==> src/rtl/keypad_scan_ctrl.sv <==
// ---------------------------------------------------------------------------
// keypad_scan_ctrl
//   Scan controller for a 4x4 Pmod keypad. It drives one column low at a time,
//   samples the rows once per column after a settle delay, and debounces
//   whole-scan results. Each clean press becomes a single key-code event in a
//   small FIFO, which the consumer drains with a valid/ready handshake.
//
// Ports
//   clk        : system clock
//   rst        : asynchronous active-high reset
//   en         : scan enable (0 parks the scanner; FIFO keeps working)
//   row[3:0]   : keypad rows, active-low
//   col[3:0]   : keypad column drive, active-low, at most one low
//   key_code   : key code at the FIFO head (0 when empty)
//   key_valid  : FIFO not empty
//   key_ready  : consumer accepts the head entry
//   key_held   : a debounced single key is currently pressed
//   fifo_count : number of entries in the FIFO
//   overflow   : 1-cycle pulse when a press is dropped on a full FIFO
// ---------------------------------------------------------------------------
module keypad_scan_ctrl #(
  parameter int COL_TICKS      = 100000,
  parameter int SETTLE_TICKS   = 100,
  parameter int DEBOUNCE_SCANS = 3,
  parameter int FIFO_DEPTH     = 4
) (
  input  logic                          clk,
  input  logic                          rst,
  input  logic                          en,
  input  logic [3:0]                    row,
  output logic [3:0]                    col,
  output logic [3:0]                    key_code,
  output logic                          key_valid,
  input  logic                          key_ready,
  output logic                          key_held,
  output logic [$clog2(FIFO_DEPTH):0]   fifo_count,
  output logic                          overflow
);

  localparam int TW = (COL_TICKS > 1) ? $clog2(COL_TICKS) : 1;
  localparam int DW = $clog2(DEBOUNCE_SCANS + 1);
  localparam int AW = (FIFO_DEPTH > 1) ? $clog2(FIFO_DEPTH) : 1;
  localparam int CW = $clog2(FIFO_DEPTH) + 1;

  typedef enum logic [1:0] {RES_NONE, RES_KEY, RES_MULTI} res_e;

  function automatic logic [3:0] col_drive(input logic [1:0] c);
    return ~(4'b1000 >> c);
  endfunction

  function automatic logic [3:0] key_map(input logic [1:0] c, input logic [1:0] r);
    logic [3:0] k;
    case ({c, r})
      4'h0: k = 4'h1;  4'h1: k = 4'h4;  4'h2: k = 4'h7;  4'h3: k = 4'h0;
      4'h4: k = 4'h2;  4'h5: k = 4'h5;  4'h6: k = 4'h8;  4'h7: k = 4'hF;
      4'h8: k = 4'h3;  4'h9: k = 4'h6;  4'hA: k = 4'h9;  4'hB: k = 4'hE;
      4'hC: k = 4'hA;  4'hD: k = 4'hB;  4'hE: k = 4'hC;  default: k = 4'hD;
    endcase
    return k;
  endfunction

  function automatic logic [AW-1:0] ptr_inc(input logic [AW-1:0] p);
    return (p == AW'(FIFO_DEPTH - 1)) ? '0 : p + AW'(1);
  endfunction

  // Scan state
  logic [TW-1:0] r_tick;
  logic [1:0]    r_c;
  logic [3:0]    r_col;
  logic [1:0]    r_hits;      // 0, 1, or 2 meaning "two or more"
  logic [3:0]    r_acc_key;
  res_e          r_cand;
  logic [3:0]    r_cand_key;
  logic [DW-1:0] r_cnt;
  logic          r_latch;
  logic          r_held;

  // FIFO state
  logic [3:0]    r_mem [FIFO_DEPTH];
  logic [AW-1:0] r_wptr;
  logic [AW-1:0] r_rptr;
  logic [CW-1:0] r_count;
  logic          r_overflow;

  logic          w_tick_last;
  logic          w_sample;
  logic          w_scan_end;
  logic          w_row_hit;
  logic          w_row_multi;
  logic [1:0]    w_row_idx;
  res_e          w_res;
  logic          w_match;
  logic [DW-1:0] w_cnt_next;
  logic          w_stable;
  logic          w_push;
  logic          w_release;
  logic          w_full;
  logic          w_pop;
  logic          w_wr;

  assign w_tick_last = (r_tick == TW'(COL_TICKS - 1));
  assign w_sample    = (r_tick == TW'(SETTLE_TICKS));
  assign w_scan_end  = en & w_tick_last & (r_c == 2'd3);

  always_comb begin
    w_row_hit   = 1'b0;
    w_row_multi = 1'b0;
    w_row_idx   = 2'd0;
    case (row)
      4'b0111: begin w_row_hit = 1'b1; w_row_idx = 2'd0; end
      4'b1011: begin w_row_hit = 1'b1; w_row_idx = 2'd1; end
      4'b1101: begin w_row_hit = 1'b1; w_row_idx = 2'd2; end
      4'b1110: begin w_row_hit = 1'b1; w_row_idx = 2'd3; end
      4'b1111: ;
      default: w_row_multi = 1'b1;
    endcase
  end

  // Whole-scan result and debounce bookkeeping for the scan-end edge
  always_comb begin
    w_res = RES_MULTI;
    if (r_hits == 2'd0)      w_res = RES_NONE;
    else if (r_hits == 2'd1) w_res = RES_KEY;
    w_match    = (w_res == r_cand) && ((w_res != RES_KEY) || (r_acc_key == r_cand_key));
    w_cnt_next = DW'(1);
    if (w_match)
      w_cnt_next = (r_cnt == DW'(DEBOUNCE_SCANS)) ? r_cnt : r_cnt + DW'(1);
    w_stable  = (w_cnt_next == DW'(DEBOUNCE_SCANS));
    w_push    = w_scan_end & w_stable & (w_res == RES_KEY) & ~r_latch;
    w_release = w_scan_end & w_stable & (w_res == RES_NONE);
  end

  always_ff @(posedge clk or posedge rst) begin
    if (rst) begin
      r_tick     <= '0;
      r_c        <= 2'd0;
      r_col      <= 4'b1111;
      r_hits     <= 2'd0;
      r_acc_key  <= 4'h0;
      r_cand     <= RES_NONE;
      r_cand_key <= 4'h0;
      r_cnt      <= '0;
      r_latch    <= 1'b0;
      r_held     <= 1'b0;
    end else if (!en) begin
      r_tick     <= '0;
      r_c        <= 2'd0;
      r_col      <= 4'b1111;
      r_hits     <= 2'd0;
      r_acc_key  <= 4'h0;
      r_cand     <= RES_NONE;
      r_cand_key <= 4'h0;
      r_cnt      <= '0;
      r_latch    <= 1'b0;
      r_held     <= 1'b0;
    end else begin
      if (w_tick_last) begin
        r_tick <= '0;
        r_c    <= r_c + 2'd1;
      end else begin
        r_tick <= r_tick + TW'(1);
      end
      // Column drive is registered and switches on the same edge as r_c.
      r_col <= col_drive(w_tick_last ? r_c + 2'd1 : r_c);

      if (w_scan_end) begin
        r_hits     <= 2'd0;
        r_acc_key  <= 4'h0;
        r_cand     <= w_res;
        r_cand_key <= r_acc_key;
        r_cnt      <= w_cnt_next;
        if (w_push) begin
          r_latch <= 1'b1;
          r_held  <= 1'b1;
        end else if (w_release) begin
          r_latch <= 1'b0;
          r_held  <= 1'b0;
        end
      end else if (w_sample) begin
        if (w_row_multi) begin
          r_hits <= 2'd2;
        end else if (w_row_hit) begin
          if (r_hits == 2'd0) begin
            r_hits    <= 2'd1;
            r_acc_key <= key_map(r_c, w_row_idx);
          end else begin
            r_hits <= 2'd2;
          end
        end
      end
    end
  end

  // Key-event FIFO; a push on a full FIFO still lands if the head pops.
  assign w_full = (r_count == CW'(FIFO_DEPTH));
  assign w_pop  = (r_count != '0) & key_ready;
  assign w_wr   = w_push & (~w_full | w_pop);

  always_ff @(posedge clk) begin
    if (w_wr) r_mem[r_wptr] <= r_acc_key;
  end

  always_ff @(posedge clk or posedge rst) begin
    if (rst) begin
      r_wptr     <= '0;
      r_rptr     <= '0;
      r_count    <= '0;
      r_overflow <= 1'b0;
    end else begin
      if (w_wr)  r_wptr <= ptr_inc(r_wptr);
      if (w_pop) r_rptr <= ptr_inc(r_rptr);
      case ({w_wr, w_pop})
        2'b10:   r_count <= r_count + CW'(1);
        2'b01:   r_count <= r_count - CW'(1);
        default: r_count <= r_count;
      endcase
      r_overflow <= w_push & w_full & ~w_pop;
    end
  end

  assign col        = r_col;
  assign key_valid  = (r_count != '0);
  assign key_code   = key_valid ? r_mem[r_rptr] : 4'h0;
  assign key_held   = r_held;
  assign fifo_count = r_count;
  assign overflow   = r_overflow;

endmodule

==> config.mk <==
export PLATFORM = sky130hd
export DESIGN_NAME = keypad_scan_ctrl
export DESIGN_NICKNAME = d
export VERILOG_FILES = /design/src/rtl/keypad_scan_ctrl.sv
export SDC_FILE = /design/constraint.sdc
export NUM_CORES = 1
export LEC_CHECK = 0
export ABC_CLOCK_PERIOD_IN_PS = 3600
export CAP_MARGIN = 20
export CORE_MARGIN = 10
export CORE_UTILIZATION = 55
export CTS_CLUSTER_SIZE = 8
export DETAILED_ROUTE_END_ITERATION = 6
export DONT_BUFFER_PORTS = 1
export PLACE_DENSITY = 0.67
export SLEW_MARGIN = 20
export SYNTH_ARGS = -nofsm -noshare
export SYNTH_HDL_FRONTEND = slang
export SYNTH_SLANG_ARGS = --single-unit
==> constraint.sdc <==
create_clock -name clk -period 3.6 [get_ports clk]
set_input_delay 0.54 -clock clk [delete_from_list [all_inputs] [get_ports clk]]
set_output_delay 0.54 -clock clk [all_outputs]
set_load 0.005 [all_outputs]
======== Word level (Yosys, flattened, before mapping) ========
Memory sizes are Yosys's and may differ from the RTL's.
Cells that the tools add are included.
word-level totals
  flip-flop bits (word level) ............. 46
  latch bits .............................. 0
  bits in writable memories ............... 16
  memory bits (read-only) ................. 64
  bits of input ports ..................... 8
  output and inout port bits .............. 14
  logic and storage cells ................. 115
  memories kept ........................... 2
cells by class
  $add $sub $neg .......................... 7
  multiply operators ...................... 0
  divide/modulo/power cells ............... 0
  order comparisons ....................... 0
  equal/unequal tests ..................... 27
  shift operators ......................... 1
  multiplexer cells ....................... 39
  bitwise gates (word level) .............. 15
  reductions and logical operators ........ 11
memory list
  memory            depth  bits a word  rd ports  clocked after memory_dff  wr ports  line  source
  (name not given)  16     4            1         0                         0         53    case ({c, r})
  r_mem             4      4            1         0                         1         79    logic [3:0] r_mem [FIFO_DEPTH];
operator list
  cell                                             number
  2-to-1 mux 4 bit                                 10
  2-to-1 mux 2 bit                                 18
  2-to-1 mux 17 bit                                2
  adder 17 x 1 -> 17 bit (second input constant)   1
  == test 17 bit (second input constant)           1
  == test 17 x 7 -> 1 bit (second input constant)  1
  == test 4 bit (second input constant)            4
  == test 2 bit (second input constant)            6
  != test 3 x 1 -> 1 bit (second input constant)   4
  bitwise AND 1 bit                                10
  adder 2 x 1 -> 2 bit (second input constant)     4
  2-to-1 mux 1 bit                                 7
  == test 2 x 1 -> 1 bit (second input constant)   3
  one-hot mux 2 bit (3 select lines)               1
  one-hot mux 3 bit (2 select lines)               1
  OR reduction 5 bit                               1
  == test 4 x 3 -> 1 bit (second input constant)   1
  == test 4 bit                                    1
  logical NOT 2 bit                                2
  != test 2 x 1 -> 1 bit (second input constant)   2
  != test 4 x 2 -> 1 bit (second input constant)   1
  inverter 4 bit                                   1
  AND reduction 2 bit                              2
  AND reduction 4 bit                              1
  other kinds (13)                                 15

======== Logic depth before layout (Yosys ltp) ========
Gate-level depths: netlist of run 1.
  depth after elaboration ................. 14
  depth in mapped cells ................... 10
  depth with buffers taken out ............ 9

======== Worst setup path after synthesis of run 1 ========
Ideal clock, no wire load.
  path kind ............................... register -> register
  start ................................... register r_tick[12]
  end ..................................... register r_count[2], in the netlist fifo_count[2]
  library setup time ...................... 0.127 ns
  data arrival time ....................... 2.693 ns
  required time ........................... 3.473 ns
  path slack .............................. 0.780 ns
  stages on the path, launching flop included .. 9
  buffers on the path ..................... 0
  period minus slack after synthesis ...... 2.820 ns
  cell sequence ........................... dfrtp_1 > or4_4 > or4_4 > nor4b_4 > a21oi_1 > fa_1 > a211oi_1 > a31o_1 > mux2i_1
on the way
  cells in the longest elaborated chain, start to end .. 9
  elaborated cells on any way between the ends .. 11
  those cells by class .................... eq/ne (3); mux (1); bitwise (6); reduce/logical (1)
RTL lines
  element                                                                          line  source
  from (decl)                                                                      67    logic [TW-1:0] r_tick;
  from (signal assigned)                                                           161   r_tick <= r_tick + TW'(1);
  == test 17 bit *                                                                 101   assign w_tick_last = (r_tick == TW'(COL_TICKS - 1));
  bitwise AND 1 bit * (2 in a row)                                                 103   assign w_scan_end = en & w_tick_last & (r_c == 2'd3);
  bitwise AND 1 bit * (3 in a row)                                                 129   w_push = w_scan_end & w_stable & (w_res == RES_KEY) & ~r_latch;
  bitwise AND 1 bit *                                                              197   assign w_wr = w_push & (~w_full | w_pop);
  == test 2 x 1 -> 1 bit / == test 2 bit (equally long branches)                   212   case ({w_wr, w_pop})
  one-hot mux 3 bit (2 select lines) / nonzero test 2 bit (equally long branches)  n/a
  to (signal assigned)                                                             213   2'b10: r_count <= r_count + CW'(1);
  to (signal assigned)                                                             214   2'b01: r_count <= r_count - CW'(1);
  to (signal assigned)                                                             215   default: r_count <= r_count;
  to (decl)                                                                        82    logic [CW-1:0] r_count;
Mark *: on every way between the ends. The rest lies on a longest branch, timed or not.
A chain may end at the register's enable or synchronous reset.

======== Worst setup path in the final report of run 1 ========
Same ends and word-level chain as after synthesis.

==> flow_summary.yaml, run 1 <==
outcome:
  status: "finished clean"
worst_setup_path:
  cpPeakStageDelay_ps: 530
  worst_path_most_repeated_cell: "or4_4"
  r2r-end: "fifo_count[2]"
  crit_arrival_ps: 3240
  cp.required_ps: 3820
  reg2reg_from: "r_tick[12]"
  path_cells: "or4_4 > or4_4 > nor4b_4 > a21oi_1 > fa_1 > a211oi_1 > a31o_1 > mux2i_1"
  path_max_fanout: 8
  critPathKind: "reg2reg"
  crit_start: "r_tick[12]"
  critPathSlowestCell: "or4_4"
  rr_worst_depth: 8
  crit_path_end_kind: "register"
  r2r_slack_ps: 580
  cp-start-kind: "register"
placement:
  place.gp.congestion: 0.812
  dp_cells: 373
  portBuffers: 0
  dpl.hpwl_um: 4310
synthesis:
  yosys_warnings: 0
  netlist_instances: 310
  yosysUniqueCellTypes: 48
  postSynth.asyncResetShare: 0.742
  synth-seq-cells: 62
  syn_nets: 329
  synth_edf_count: 16
  synth_area_sq_mm: 0.00325
  synthFlopType: "dfrtp_1"
  synth.avg_cell_area_sq_um: 10.5
  synth-seq-area-share: 0.504
routing:
  vias_per_cell: 5.73
  wire_per_inst_um: 15.1
  drt_iter0_drc: 123
  wl_um: 5880
  dr.pass1.iters: 5
  vias: 2230
  drc_errors: 0
  postRouteAntennaNets: 0
power:
  netSwitchingFraction: 0.222
  p_sw_w: 0.000300
  combPwrFrac: 0.030
  p_int_w: 0.00105
  p_per_area_mw_per_mm2: 386
  p_clk_frac: 0.432
  peakVddDrop_mv: 0.268
  power.leakage_nw: 1.50
  pwr-share-seq: 0.538
global_routing:
  first_global_vias: 2091
  grt_max_degree: 47
  antenna_found_initial: 0
  gr-total-overflow: 0
  grt_pass1_wl_um: 10200
  grt_usage: 0.131
sta:
  worst_pin_slew_ps: 949
  slew_viol_final: 0
  period_needed_ps: 3020
  tns_ps: 0
  finalCritPeriodShare: 0.838
  fmax_ghz: 0.331
  fin_worst_skew_ps: 4.65
  max_slew_margin: 0.367
  hold_viol_final: 0
  rsz0062_at_grt: "no"
  setup_viol: 0
cts:
  cts.clk_slew.worst_paths_ps: 70
  clk_latency_ps: 340
  clk_path_buf_depth: 2
  cts_tree: "built"
  cts-root-buf: "clkbuf_8"
  numCtsBuffers: 9
  postCtsResizedCells: 0
  cts_hold_buf: 0
  h-tree-depth: 3
  post_cts_buffers: 0
  cts_sinks: 62
floorplan:
  start_util: 0.579
  core_area_sq_mm: 0.00561
  die_w_um: 96.9
  pin_count: 22
  rows: 27
  die_h_um: 96.9
  dieArea_sq_mm: 0.00938
final_layout:
  final_cell_mix: "42 x dfrtp_1, 33 x nor2_1, 20 x nand2_1"
  stdcell_count: 389
  syn_to_final_growth_pct: 7.63
  drive_above_1_share: 0.104
  final.fill_count: 482
  mostFrequentLayoutCell: "dfrtp_1"
  nets: 331
  n_antenna_cell: 0
run:
  cap_violations: 0
hold_path:
  min_delay_worst_endpoint: "col[1]"
  hp-class: "in2reg"
  min_from: "en"
  hold_depth: 1
## layout make-up
type / count / area [sq um] / area share
Clock buffer: 9 / 124 / 0.0354
Clock inverter: 7 / 65.1 / 0.0186
Inverter: 15 / 56.3 / 0.0161
Multi-Input combinational cell: 223 / 1520 / 0.434
Sequential cell: 62 / 1640 / 0.468
Tap cell: 72 / 90.1 / 0.0258
Timing Repair Buffer: 1 / 7.51 / 0.00215
## worst max-delay path by stage
stage,cells past startpoint,endpoint,slack [ps]
6_report,8,fifo_count[2],580
5_1_grt,8,fifo_count[2],470
4_1_cts,8,fifo_count[2],590
3_5_place_dp,8,fifo_count[2],610
3_3_place_gp,8,fifo_count[2],670
2_1_floorplan,8,fifo_count[2],780
## cell families (layout without fill, tap and decap cells)
group | Yosys count | after routing | synth area share
buffers and inverters | 25 | 32 | 0.0293
XOR/XNOR | 24 | 24 | 0.0647
multiplexers | 13 | 13 | 0.0562
AO/OA/AOI/OAI | 41 | 41 | 0.0774
adder cells (fa/ha/maj) | 12 | 12 | 0.0478
AND/OR/NAND/NOR | 133 | 133 | 0.221
flip-flops | 62 | 62 | 0.504
## metal layers
metal / up-vias / global-route usage / routed length [um]
met5: - / 0 / 0
met4: 0 / 0.0676 / 123
met3: 12 / 0.0419 / 384
met2: 49 / 0.186 / 2510
met1: 1057 / 0.172 / 2860
li1: 1112 / - / -
## power by group through the flow
stage          Combinational (W)  Clock [W]  Sequential, W
2_1_floorplan          0.0000349          0       0.000738
3_3_place_gp           0.0000416          0       0.000739
3_5_place_dp           0.0000422          0       0.000739
4_1_cts                0.0000424   0.000592       0.000725
5_1_grt                0.0000482   0.000625       0.000725
6_report               0.0000408   0.000583       0.000725
## cells in the mapped netlist (all sizes together) (2+ instances only)
cell type	n	share of area
dfstp	4	0.032
o21ai	16	0.025
mux2i	7	0.022
dfrtp	42	0.32
mux2	2	0.0069
nand2b	2	0.0039
inv	15	0.017
nor2	33	0.038
a211oi	4	0.0092
a21o	2	0.0050
or4	3	0.0092
ha	10	0.039
a31o	2	0.0054
and3	9	0.018
nor4	7	0.013
clkbuf	9	0.010
nand4	6	0.012
nand3	18	0.028
and2	11	0.021
nor4b	2	0.010
mux4	4	0.028
or3	3	0.0058
edfxtp	16	0.15
a21oi	9	0.014
xnor2	10	0.027
xor2	14	0.038
a31oi	4	0.0077
nor3b	5	0.012
nand2	20	0.023
nor3	9	0.014
## stage by stage
stage / utilization / instance area (sq um) / power [W] / setup slack (ps) / hold slack (ps)
2_1_floorplan: - / 3250 / 0.000773 / 780 / 447
3_3_place_gp: 0.590 / 3310 / 0.000780 / 673 / 466
3_5_place_dp: 0.590 / 3310 / 0.000781 / 611 / 471
4_1_cts: 0.623 / 3500 / 0.00136 / 588 / 229
5_1_grt: 0.623 / 3500 / 0.00140 / 470 / 228
6_report: 0.623 / 3500 / 0.00135 / 583 / 234
## worst max-delay path, delay by kind of cell, from the launching register on
| family | cells | cell delay [ps] |
|---|---|---|
| AND/OR/NAND/NOR | 3 | 1440 |
| AO/OA/AOI/OAI | 3 | 520 |
| adder cells (fa/ha/maj) | 1 | 440 |
| flip-flops | 1 | 430 |
| multiplexers | 1 | 60 |
## registers in the layout, summed over array words and instances (netlist names)
register,flops
fifo_count,3
r_rptr,2
r_hits,2
r_cnt,2
r_cand_key,4
r_tick,17
overflow,1
col,4
r_cand,2
key_held,1
r_acc_key,4
r_c,2
r_wptr,2
r_mem,16
Note: power is estimated with default switching activity, not from simulation.
==> run 2, diff against run 1 <==
--- a/config.mk
+++ b/config.mk
@@ -5,14 +5,14 @@
 export SDC_FILE = /design/constraint.sdc
 export NUM_CORES = 1
 export LEC_CHECK = 0
-export ABC_CLOCK_PERIOD_IN_PS = 3600
+export ABC_CLOCK_PERIOD_IN_PS = 2490
 export CAP_MARGIN = 20
 export CORE_MARGIN = 10
 export CORE_UTILIZATION = 55
 export CTS_CLUSTER_SIZE = 8
 export DETAILED_ROUTE_END_ITERATION = 6
 export DONT_BUFFER_PORTS = 1
-export PLACE_DENSITY = 0.67
+export PLACE_DENSITY = 0.7
 export SLEW_MARGIN = 20
 export SYNTH_ARGS = -nofsm -noshare
 export SYNTH_HDL_FRONTEND = slang
==> constraint.sdc (replaced) <==
create_clock -name clk -period 2.49 [get_ports clk]
set_input_delay 0.3735 -clock clk [delete_from_list [all_inputs] [get_ports clk]]
set_output_delay 0.3735 -clock clk [all_outputs]
set_load 0.005 [all_outputs]
==> flow_summary.yaml, run 2 (synthesis results as in run 1) <==
global_routing:
  gr-total-overflow: 0
  grt_max_degree: 47
  grt_pass1_wl_um: 11100
  first_global_vias: 2365
  grt_usage: 0.140
  antenna_found_initial: 0
sta:
  setup_slack_ps: -154
  rsz0062_at_grt: "yes"
  slew_viol_final: 0
  fmax_ghz: 0.378
  worst_pin_slew_ps: 968
  finalCritPeriodShare: 1.06
  fin_worst_skew_ps: 4.43
  tns_ps: -268
  max_slew_margin: 0.354
  period_needed_ps: 2640
  hold_viol_final: 0
  setup_viol: 2
final_layout:
  regArea_sq_mm: 0.00164
  finish.utilization: 0.661
  regMostFlops: "r_tick"
  syn_to_final_growth_pct: 14.1
  multi_input_area_sq_mm: 0.00155
  final.fill_count: 467
  largest_reg_flops: 17
  mostFrequentLayoutCell: "dfrtp_1"
  n_antenna_cell: 0
  nets: 356
  drive_above_1_share: 0.202
  largestRegisters: "r_tick x17, r_mem x16"
  final_cell_mix: "42 x dfrtp_1, 33 x nor2_1, 26 x buf_4"
worst_setup_path:
  rr_worst_depth: 8
  crit_arrival_ps: 2870
  reg2reg_from: "r_tick[11]"
  r2r-end: "fifo_count[2]"
  crit_path_end_kind: "register"
  path_max_fanout: 3
  cp-start-kind: "register"
  r2r_slack_ps: -150
  critPathKind: "reg2reg"
  cp.required_ps: 2710
  crit_start: "r_tick[11]"
routing:
  vias: 2334
  dr.pass1.iters: 4
  vias_per_cell: 5.64
  drt_iter0_drc: 85
  wl_um: 6340
  wire_per_inst_um: 15.3
  postRouteAntennaNets: 0
  drc_errors: 0
cts:
  cts.clk_slew.worst_paths_ps: 70
  cts_sinks: 62
  numCtsBuffers: 9
  cts_tree: "built"
  clk_latency_ps: 340
  clk_path_buf_depth: 2
  h-tree-depth: 3
  cts-root-buf: "clkbuf_8"
power:
  p_sw_w: 0.000467
  combPwrFrac: 0.036
  power.leakage_nw: 1.64
  netSwitchingFraction: 0.245
  p_int_w: 0.00144
  p_clk_frac: 0.415
  pwr-share-seq: 0.549
  p_per_area_mw_per_mm2: 515
  peakVddDrop_mv: 0.397
hold_path:
  min_from: "en"
  hold_depth: 1
  hp-class: "in2reg"
  min_delay_worst_endpoint: "col[1]"
floorplan:
  start_util: 0.579
  rows: 27
  pin_count: 22
  die_h_um: 96.9
  die_w_um: 96.9
  core_area_sq_mm: 0.00561
  dieArea_sq_mm: 0.00938
run:
  cap_violations: 0
placement:
  place.gp.congestion: 0.825
  portBuffers: 0
  dpl.hpwl_um: 4610
outcome:
  violations: "setup timing"
  status: "complete, but fails checks"
[run 2: changes by cell type in the layout (fill, tap and decap cells not counted), moves of 2 or more]
cell      before  now
and2_4         0    4
and2_1        11    7
buf_4          1   26
inv_6          0    2
clkinv_4       0    3
clkinv_1       2    0
[run 2: worst max-delay path: stages (launching register included)]
cell	delay, ps
dfrtp_1	390
or4_4	560
or4_4	450
nor4b_4	280
a21oi_2	90
fa_2	360
a211oi_2	210
a31o_1	130
mux2i_1	60
[run 2: timing repair]
action                                  CTS  global route
buffers inserted                          1             2
pin swaps                                 1             2
endpoints found under the setup margin   14            24
hold buffers                              0             0
gates resized for setup                   4             7
[run 2: how the worst max path moves through the flow]
stage,to,cells after the start,slack [ps]
5_1_grt,fifo_count[2],8,-220
6_report,fifo_count[2],8,-150
3_3_place_gp,fifo_count[2],8,-100
4_1_cts,fifo_count[2],8,-150
2_1_floorplan,fifo_count[2],8,-290
3_5_place_dp,fifo_count[2],8,-210
[run 2: area by class of cell]
class	instances	share of cell area
sequential	62	0.442
multi-input combinational	223	0.417
timing repair buffer	26	0.0527
clock buffer	9	0.0334
tap	72	0.0243
clock inverter	7	0.0159
inverter	15	0.0152
[run 2: stage by stage]
| stage | cells | worst slack (ps) | power, W | area [sq um] | hold WS (ps) |
|---|---|---|---|---|---|
| after floorplan | 310 | -293 | 0.00112 | 3260 | 447 |
| after global placement | 397 | -97.9 | 0.00113 | 3500 | 428 |
| after detailed placement | 397 | -215 | 0.00114 | 3500 | 423 |
| after CTS | 414 | -154 | 0.00193 | 3700 | 71.0 |
| after global routing | 414 | -221 | 0.00199 | 3710 | 83.5 |
| final | 414 | -154 | 0.00191 | 3710 | 86.0 |
[run 2: routing by layer]
metal  global-route usage  part of all wire  routed length [um]
met2                0.204              0.45                2840
met1                0.182              0.47                2960
met4               0.0620             0.015                  95
met5                    0                 0                   0
met3               0.0476             0.070                 444
[run 2: power by group through the flow]
stage	registers, W	clock network (W)	logic, W
2_1_floorplan	0.00107	0	0.0000511
3_3_place_gp	0.00107	0	0.0000670
3_5_place_dp	0.00107	0	0.0000684
4_1_cts	0.00105	0.000813	0.0000705
5_1_grt	0.00105	0.000866	0.0000801
6_report	0.00105	0.000792	0.0000692
==> run 3, diff against run 2 <==
--- a/config.mk
+++ b/config.mk
@@ -8,11 +8,11 @@
 export ABC_CLOCK_PERIOD_IN_PS = 2490
 export CAP_MARGIN = 20
 export CORE_MARGIN = 10
-export CORE_UTILIZATION = 55
+export CORE_UTILIZATION = 48
 export CTS_CLUSTER_SIZE = 8
 export DETAILED_ROUTE_END_ITERATION = 6
 export DONT_BUFFER_PORTS = 1
-export PLACE_DENSITY = 0.7
+export PLACE_DENSITY = 0.62
 export SLEW_MARGIN = 20
 export SYNTH_ARGS = -nofsm -noshare
 export SYNTH_HDL_FRONTEND = slang
==> flow_summary.yaml, run 3 (synthesis results as in run 1) <==
floorplan:
  die_h_um: 102
  rows: 29
  start_util: 0.503
  die_w_um: 102
  core_area_sq_mm: 0.00646
  dieArea_sq_mm: 0.0105
  pin_count: 22
worst_setup_path:
  reg2reg_from: "r_tick[11]"
  r2r-end: "fifo_count[2]"
  path_max_fanout: 3
  rr_worst_depth: 8
  crit_arrival_ps: 2850
  critPathKind: "reg2reg"
  r2r_slack_ps: -130
  cp-start-kind: "register"
  crit_path_end_kind: "register"
  cp.required_ps: 2720
final_layout:
  n_antenna_cell: 0
  nets: 359
  largestRegisters: "r_tick x17, r_mem x16"
  finish.utilization: 0.586
  final_cell_mix: "42 x dfrtp_1, 33 x nor2_1, 28 x buf_4"
  final.fill_count: 557
  syn_to_final_growth_pct: 16.5
  regMostFlops: "r_tick"
  largest_reg_flops: 17
  drive_above_1_share: 0.214
  mostFrequentLayoutCell: "dfrtp_1"
  stdcell_count: 422
  fin_area_sq_mm: 0.00378
global_routing:
  antenna_found_initial: 0
  grt_pass1_wl_um: 10900
  first_global_vias: 2330
  grt_usage: 0.132
  grt_max_degree: 46
  gr-total-overflow: 0
run:
  cap_violations: 0
cts:
  post_cts_buffers: 0
  cts.clk_slew.worst_paths_ps: 70
  numCtsBuffers: 9
  h-tree-depth: 3
  cts-root-buf: "clkbuf_8"
  clk_path_buf_depth: 2
  cts_sinks: 62
  clk_latency_ps: 350
  cts_tree: "built"
sta:
  hold_viol_final: 0
  fmax_ghz: 0.381
  finalCritPeriodShare: 1.05
  slew_viol_final: 0
  setup_viol: 2
  worst_pin_slew_ps: 937
  rsz0062_at_grt: "yes"
  fin_worst_skew_ps: 9.55
  setup_slack_ps: -133
  max_slew_margin: 0.375
  period_needed_ps: 2620
  tns_ps: -246
outcome:
  violations: "setup timing"
  status: "complete, but fails checks"
hold_path:
  hold_depth: 1
  min_delay_worst_endpoint: "col[1]"
  hp-class: "in2reg"
  min_from: "en"
power:
  peakVddDrop_mv: 0.321
  power.leakage_nw: 1.67
  p_per_area_mw_per_mm2: 553
routing:
  drc_errors: 0
  wire_per_inst_um: 14.9
  drt_iter0_drc: 82
  postRouteAntennaNets: 0
  vias: 2336
  dr.pass1.iters: 4
  wl_um: 6280
  vias_per_cell: 5.54
placement:
  dp_cells: 406
  portBuffers: 0
  placed_cell_area_sq_mm: 0.00353
  dpl.hpwl_um: 4540
  place.gp.congestion: 0.844
-- run 3: cell types whose count changed in the layout (fill, tap and decap cells not counted), sizes merged --
cell,change
buf,+3
bufinv,+2
inv,-2
clkinv,+1
clkinvlp,-1
-- run 3: per-layer routing --
layer / GRT usage / routed length [um]
met1: 0.167 / 3040
met2: 0.192 / 2640
met3: 0.0540 / 481
met4: 0.0618 / 118
met5: 0 / 0
-- run 3: area by class of cell --
| type | instances | area, sq um | area share |
|---|---|---|---|
| multi-input cells | 223 | 1550 | 0.410 |
| clock buffers | 9 | 124 | 0.0327 |
| repair buffers | 29 | 221 | 0.0585 |
| inverters | 15 | 56.3 | 0.0149 |
| clock inverters | 7 | 98.8 | 0.0261 |
| well taps | 77 | 96.3 | 0.0255 |
| flip-flops and latches | 62 | 1640 | 0.433 |
-- run 3: how the worst max path moves through the flow --
stage	to	startpoint	slack [ps]	cells past startpoint
detailed placement	fifo_count[2]	r_tick[11]	-180	8
global route	fifo_count[2]	r_tick[11]	-210	8
global placement	fifo_count[2]	r_tick[11]	-100	8
floorplan	fifo_count[2]	r_tick[12]	-290	8
finish	fifo_count[2]	r_tick[11]	-130	8
CTS	fifo_count[2]	r_tick[11]	-130	8
-- run 3: per-stage QoR --
step | power (W) | hold WS (ps) | setup slack (ps)
final | 0.00209 | 63.7 | -133
after global routing | 0.00218 | 64.4 | -213
after CTS | 0.00211 | 55.4 | -130
after detailed placement | 0.00114 | 421 | -178
after global placement | 0.00114 | 428 | -103
after floorplan | 0.00112 | 447 | -293
-- run 3: timing repair --
item | in CTS | in global routing
pin swaps | 1 | 0
hold buffers | 0 | 0
resized for setup | 2 | 7
endpoints found under the setup margin | 2 | 24
-- run 3: report_power, final --
| part | leakage, nW | internal [W] | switching [W] | total [W] |
|---|---|---|---|---|
| logic | 0.762 | 0.0000262 | 0.0000424 | 0.0000686 |
| clock network | 0.109 | 0.000566 | 0.000410 | 0.000975 |
| registers | 0.802 | 0.00104 | 0.00000349 | 0.00105 |
-- run 3: worst max-delay path, stage by stage (launching register included) --
cell,delay [ps]
dfrtp_1,380
or4_4,550
or4_4,450
nor4b_4,260
a21oi_2,90
fa_2,380
a211oi_2,200
a31o_1,130
mux2i_1,60
==> patch 1, RTL diff (config.mk and constraints of run 2) <==
`FIFO_DEPTH`: 4 -> 8.
--- a/src/rtl/keypad_scan_ctrl.sv
+++ b/src/rtl/keypad_scan_ctrl.sv
@@ -24,3 +24,3 @@
   parameter int DEBOUNCE_SCANS = 3,
-  parameter int FIFO_DEPTH     = 4
+  parameter int FIFO_DEPTH     = 8
 ) (
Ports: changed (resized fifo_count); port bits go from 22 to 23. The function was not compared with the original's and may differ.
==> patch 1 against run 2 <==
  * Count of clock-buffer cells in the layout increased by 1
  * Power increased by 24%
  * Via count increased by 11%
  * Cell area increased by 23%
  * Synthesized area increased by 23%
  * Core utilization decreased by 2.8 points
  * Non-clock buffer count increased by 5
  * Sequential cell count increased by 19
  * Routed wire length increased by 19%
  * Combinational power decreased by 4.2%
  * Setup slack improved by 0.16 ns
  * Critical endpoint unchanged
  * Largest cell class unchanged
==> patch 1: results (changes against run 2) <==
[clock_tree]
postCtsSetupBuffers=2  ; was 1
ctsResizeCount=1  ; was 4
holdBufCountCts=1  ; was 0

[route]
num_vias=2597  ; was 2,334
drt-total-wl_um=7540  ; was 6340 um

[timing]
hold_ws_ns=0.0635  ; was 0.0860 ns
worst_pin_slew_ns=0.548  ; was 0.968 ns

[global_routing]
grtUsageTotal_pct=13.8  ; was 14.0%
grt_pass1_vias=2587  ; was 2,365
grt_max_degree=44  ; was 47
grt_pass1_wl_um=12500  ; was 11,100 um

[setup_path]
r2r_slack_ns=0.01  ; was -0.15 ns
reg2reg_depth=10  ; was 8
reg2reg_from=r_tick[13]  ; was r_tick[11]
cp_max_fo=2  ; was 3

[outcome]
status=finished, final reports clean  ; was finished with violations

[min_path]
min_path_cells=1  ; unchanged

[pwr]
sw_frac_of_total_pct=21.2  ; was 24.5%
pg_seq_mw=1.39  ; was 1.05 mW
leakage_nw=1.93  ; was 1.64 nW
ir_worst_vdd_mv=0.260  ; was 0.397 mV
combPwrFrac_pct=2.8  ; was 3.6%
power_switching_mw=0.503  ; was 0.467 mW

[placement]
dpl-instance-area_um2=4300  ; was 3500 um2
gp_congestion=0.786  ; was 0.825
hpwl_um=5470  ; was 4610 um

[yosys]
syn-num-nets=360  ; was 329
synthCells=342  ; was 310
synth.distinct_cells=56  ; was 48
synth_edf_count=32  ; was 16
synthArstFlopShare_pct=60.5  ; was 74.2%
synth_seq_area_share_pct=54.7  ; was 50.4%
synthTopCellsByCount=dfrtp_1, nor2_1, edfxtp_1, nand2_1, xor2_1  ; was dfrtp_1, nor2_1, nand2_1, nand3_1, edfxtp_1

[cells_and_area]
nets=390  ; was 356
reg.largest.list=r_mem x32, r_tick x17  ; was r_tick x17, r_mem x16
layout-drive-gt1-share_pct=21.8  ; was 20.2%
fin_cells=476  ; was 414

## patch 1: cell count changes in the layout (fill, tap and decap cells not counted), moves of 4 or more
| cell | run 2 | this run |
|---|---|---|
| mux4_2 | 4 | 8 |
| edfxtp_1 | 16 | 32 |
| nand3_1 | 18 | 9 |
| nand2_1 | 20 | 29 |
| nor2_2 | 0 | 5 |
| and2_4 | 4 | 0 |
| inv_1 | 14 | 9 |
| nor3_1 | 8 | 12 |
| o21ai_0 | 13 | 9 |
| a21boi_0 | 0 | 5 |
## patch 1: cell type report
type | count | area, um2 | share of cell area [%]
flip-flops and latches | 81 | 2190 | 48.3
multi-input cells | 239 | 1750 | 38.6
clock inverters | 6 | 58.8 | 1.30
well taps | 99 | 124 | 2.73
repair buffers | 31 | 248 | 5.46
clock buffers | 10 | 128 | 2.81
inverters | 10 | 37.5 | 0.827
## patch 1: critical path, stage by stage, from the launching register on
cell,delay [ns]
dfrtp_1,0.38
or4_4,0.56
nor3_4,0.14
nand3_2,0.13
nor3_4,0.14
nor2_1,0.07
xor2_1,0.14
ha_2,0.18
or3_1,0.35
a2bb2oi_1,0.15
xnor2_1,0.13
## patch 1: logic make-up (layout without fill, tap and decap cells)
kind of cell             after synthesis  after routing  synth area share, %
buffers and inverters                 22             57                 2.28
flip-flops                            81             81                 54.7
AND/OR/NAND/NOR                      140            140                 18.7
multiplexers                          24             24                 8.99
AO/OA/AOI/OAI                         36             36                 5.84
XOR/XNOR                              27             27                 5.90
adder cells (fa/ha/maj)               12             12                 3.62
## patch 1: per-layer routing
layer / part of all wire, % / vias up / global-route usage (%)
li1: - / 1289 / -
met1: 43 / 1268 / 16.0
met2: 53 / 32 / 23.7
met3: 3.1 / 8 / 2.74
met4: 1.4 / 0 / 6.86
met5: 0 / - / 0
==> patch 2, RTL diff (flow settings as in run 2) <==
Made on the original files. Remove the register `r_overflow`: a continuous assignment takes its place, so the output `overflow` follows one clock earlier.
--- a/src/rtl/keypad_scan_ctrl.sv
+++ b/src/rtl/keypad_scan_ctrl.sv
@@ -207,3 +207,2 @@
       r_count    <= '0;
-      r_overflow <= 1'b0;
     end else begin
@@ -216,5 +215,6 @@
       endcase
-      r_overflow <= w_push & w_full & ~w_pop;
     end
   end
+
+  assign r_overflow = w_push & w_full & ~w_pop;
 
Function: same outputs for any inputs over 10 cycles, from zero or initial values and one cycle with rst high; that may be too few to reach the edited logic, so the function may still have changed.
==> patch 2 against run 2 <==
  * Synthesized area decreased by 2.3%
  * Power increased by 5.6%
  * Routed wire length decreased by 6.1%
  * Register-to-register slack improved by 0.30 ns
  * Clock power increased by 18%
  * Setup slack improved by 0.28 ns
  * Sequential cell count decreased by 1
  * Cell area decreased by 3.9%
  * Die area decreased by 1.8%
  * Via count decreased by 8.1%
  * Hold slack got worse by 0.011 ns
  * Critical path type is now register to primary output
  * Core utilization decreased by 1.8 points
  * First-iteration DRC count increased by 9.4%
  * Maximum frequency increased by 12%
==> patch 2: results (changes against run 2) <==
[outcome]
status=finished, final reports clean  ; was finished with violations

[clock_tree]
cts_htree_levels=3  ; unchanged
clk_latency_ns=0.34  ; about the same
ctsResizeCount=0  ; was 4
postCtsSetupBuffers=0  ; was 1
cts_buffers=9  ; unchanged
clkTransAtPathRegs_ns=0.06
root_buffer=clkbuf_8  ; unchanged
cts_buffer_depth=2  ; unchanged

[global_routing]
grt_max_degree=46  ; was 47
grt_pass1_wl_um=10000  ; was 11,100 um
grt_antenna_before_repair=0  ; unchanged
grtUsageTotal_pct=14.3  ; was 14.0%
grt_pass1_vias=2107  ; was 2,365

[cells_and_area]
layout-drive-gt1-share_pct=17.9  ; was 20.2%
reg.largest.list=r_tick x17, r_mem x16  ; unchanged
diodes=0  ; unchanged
nets=333  ; was 356
nFillCells=432  ; was 467

[pwr]
leakage_nw=1.58  ; was 1.64 nW
sw_frac_of_total_pct=20.7  ; was 24.5%
pg_seq_mw=1.03
pg_comb_mw=0.0501  ; was 0.0692 mW
ir_worst_vdd_mv=0.401  ; was 0.397 mV

[placement]
port_buffers=0  ; unchanged
gp_congestion=0.850  ; was 0.825
dpl.cell_count=374  ; was 397
hpwl_um=4200  ; was 4610 um
pre_cts_ws_ns=0.0634  ; was -0.215 ns

[yosys]
synth_seq_area_share_pct=50.8  ; was 50.4%
synth_area_leaders=dfrtp_1, edfxtp_1, ha_1  ; unchanged
synthTopCellsByCount=dfrtp_1, nand2_1, nor2_1, o21ai_0, edfxtp_1  ; was dfrtp_1, nor2_1, nand2_1, nand3_1, edfxtp_1
synthArstFlopShare_pct=73.8  ; was 74.2%
synth.distinct_cells=51  ; was 48
ys_warn_count=0  ; unchanged
synthCells=295  ; was 310
synth_edf_count=16  ; unchanged
syn-num-nets=314  ; was 329

[route]
drt_pass1_iterations=4  ; unchanged
drt-total-wl_um=5950  ; was 6340 um
routed_via_density=5.49  ; was 5.64
post_drt_wl_per_cell_um=15.2  ; was 15.3 um
initialDrtViolationCount=93  ; was 85

[timing]
relSlewSlack_pct=37.7  ; was 35.4%
hold_viol_final=0  ; unchanged
fin_skew_ns=0.00733  ; was 0.00443 ns

[min_path]
holdCritPathClass=input port to register  ; unchanged

[setup_path]
cp_max_fo=5  ; was 3
crit_arrival_ns=1.99  ; was 2.87 ns

==> patch 2: changes by cell type after synthesis, sizes merged, moves of 4 or more <==
cell | before | now
and3 | 9 | 5
a21oi | 9 | 5
xor2 | 14 | 10
nand3 | 18 | 10
nand2 | 20 | 33
nand4 | 6 | 1
==> patch 2: cells by family after synthesis <==
logic type | share of synthesized area (%)
xor+xnor | 6.35
fa+ha+maj | 4.57
flops | 50.8
compound gates | 6.90
simple gates | 21.3
mux | 6.86
buf+inv | 3.23
==> patch 2: per-stage QoR <==
stage	instance area [um2]	power, mW	utilization, %
finish	3560	2.02	64.3
global route	3560	2.09	64.3
CTS	3540	2.04	63.9
detailed placement	3330	1.10	60.2
global placement	3330	1.10	60.2
floorplan	3170	1.10	-
==> patch 2: metal layers <==
metal,track usage (%),vias up,wire [um]
met4,7.13,0,115
met3,6.07,10,419
met2,22.2,39,2770
met5,0,-,0
li1,-,1070,-
met1,16.6,1027,2650
==> patch 2: final timing paths <==
kind	start	endpoint	slack, ns	depth (start not counted)
setup / recovery	r_tick[11]	overflow	0.12	6
hold / removal	en	col[1]	0.08	1
setup reg to reg	r_tick[11]	fifo_count[2]	0.15	9
hold reg to reg	r_cnt[0]	r_cnt[0]	0.50	1
max in group asynchronous	rst	r_cand_key[1]	1.78	1
min in group asynchronous	rst	fifo_count[2]	0.11	1
==> patch 2: area by class of cell <==
class                      instances  area [um2]  area share (%)
sequential                        61        1610            45.3
multi-input combinational        211        1470            41.4
tap                               72        90.1            2.53
timing repair buffer              17         128            3.58
inverter                          14        52.6            1.48
clock buffer                      10         128            3.58
clock inverter                     6        78.8            2.21
==> patch 2: worst max-delay path, stage by stage (launching register included) <==
cell and delay, ns:
dfrtp_1 0.41, or4_4 0.58, nor2_8 0.11, nand3_2 0.12, nor2_2 0.15, buf_4 0.14, and2_1 0.16
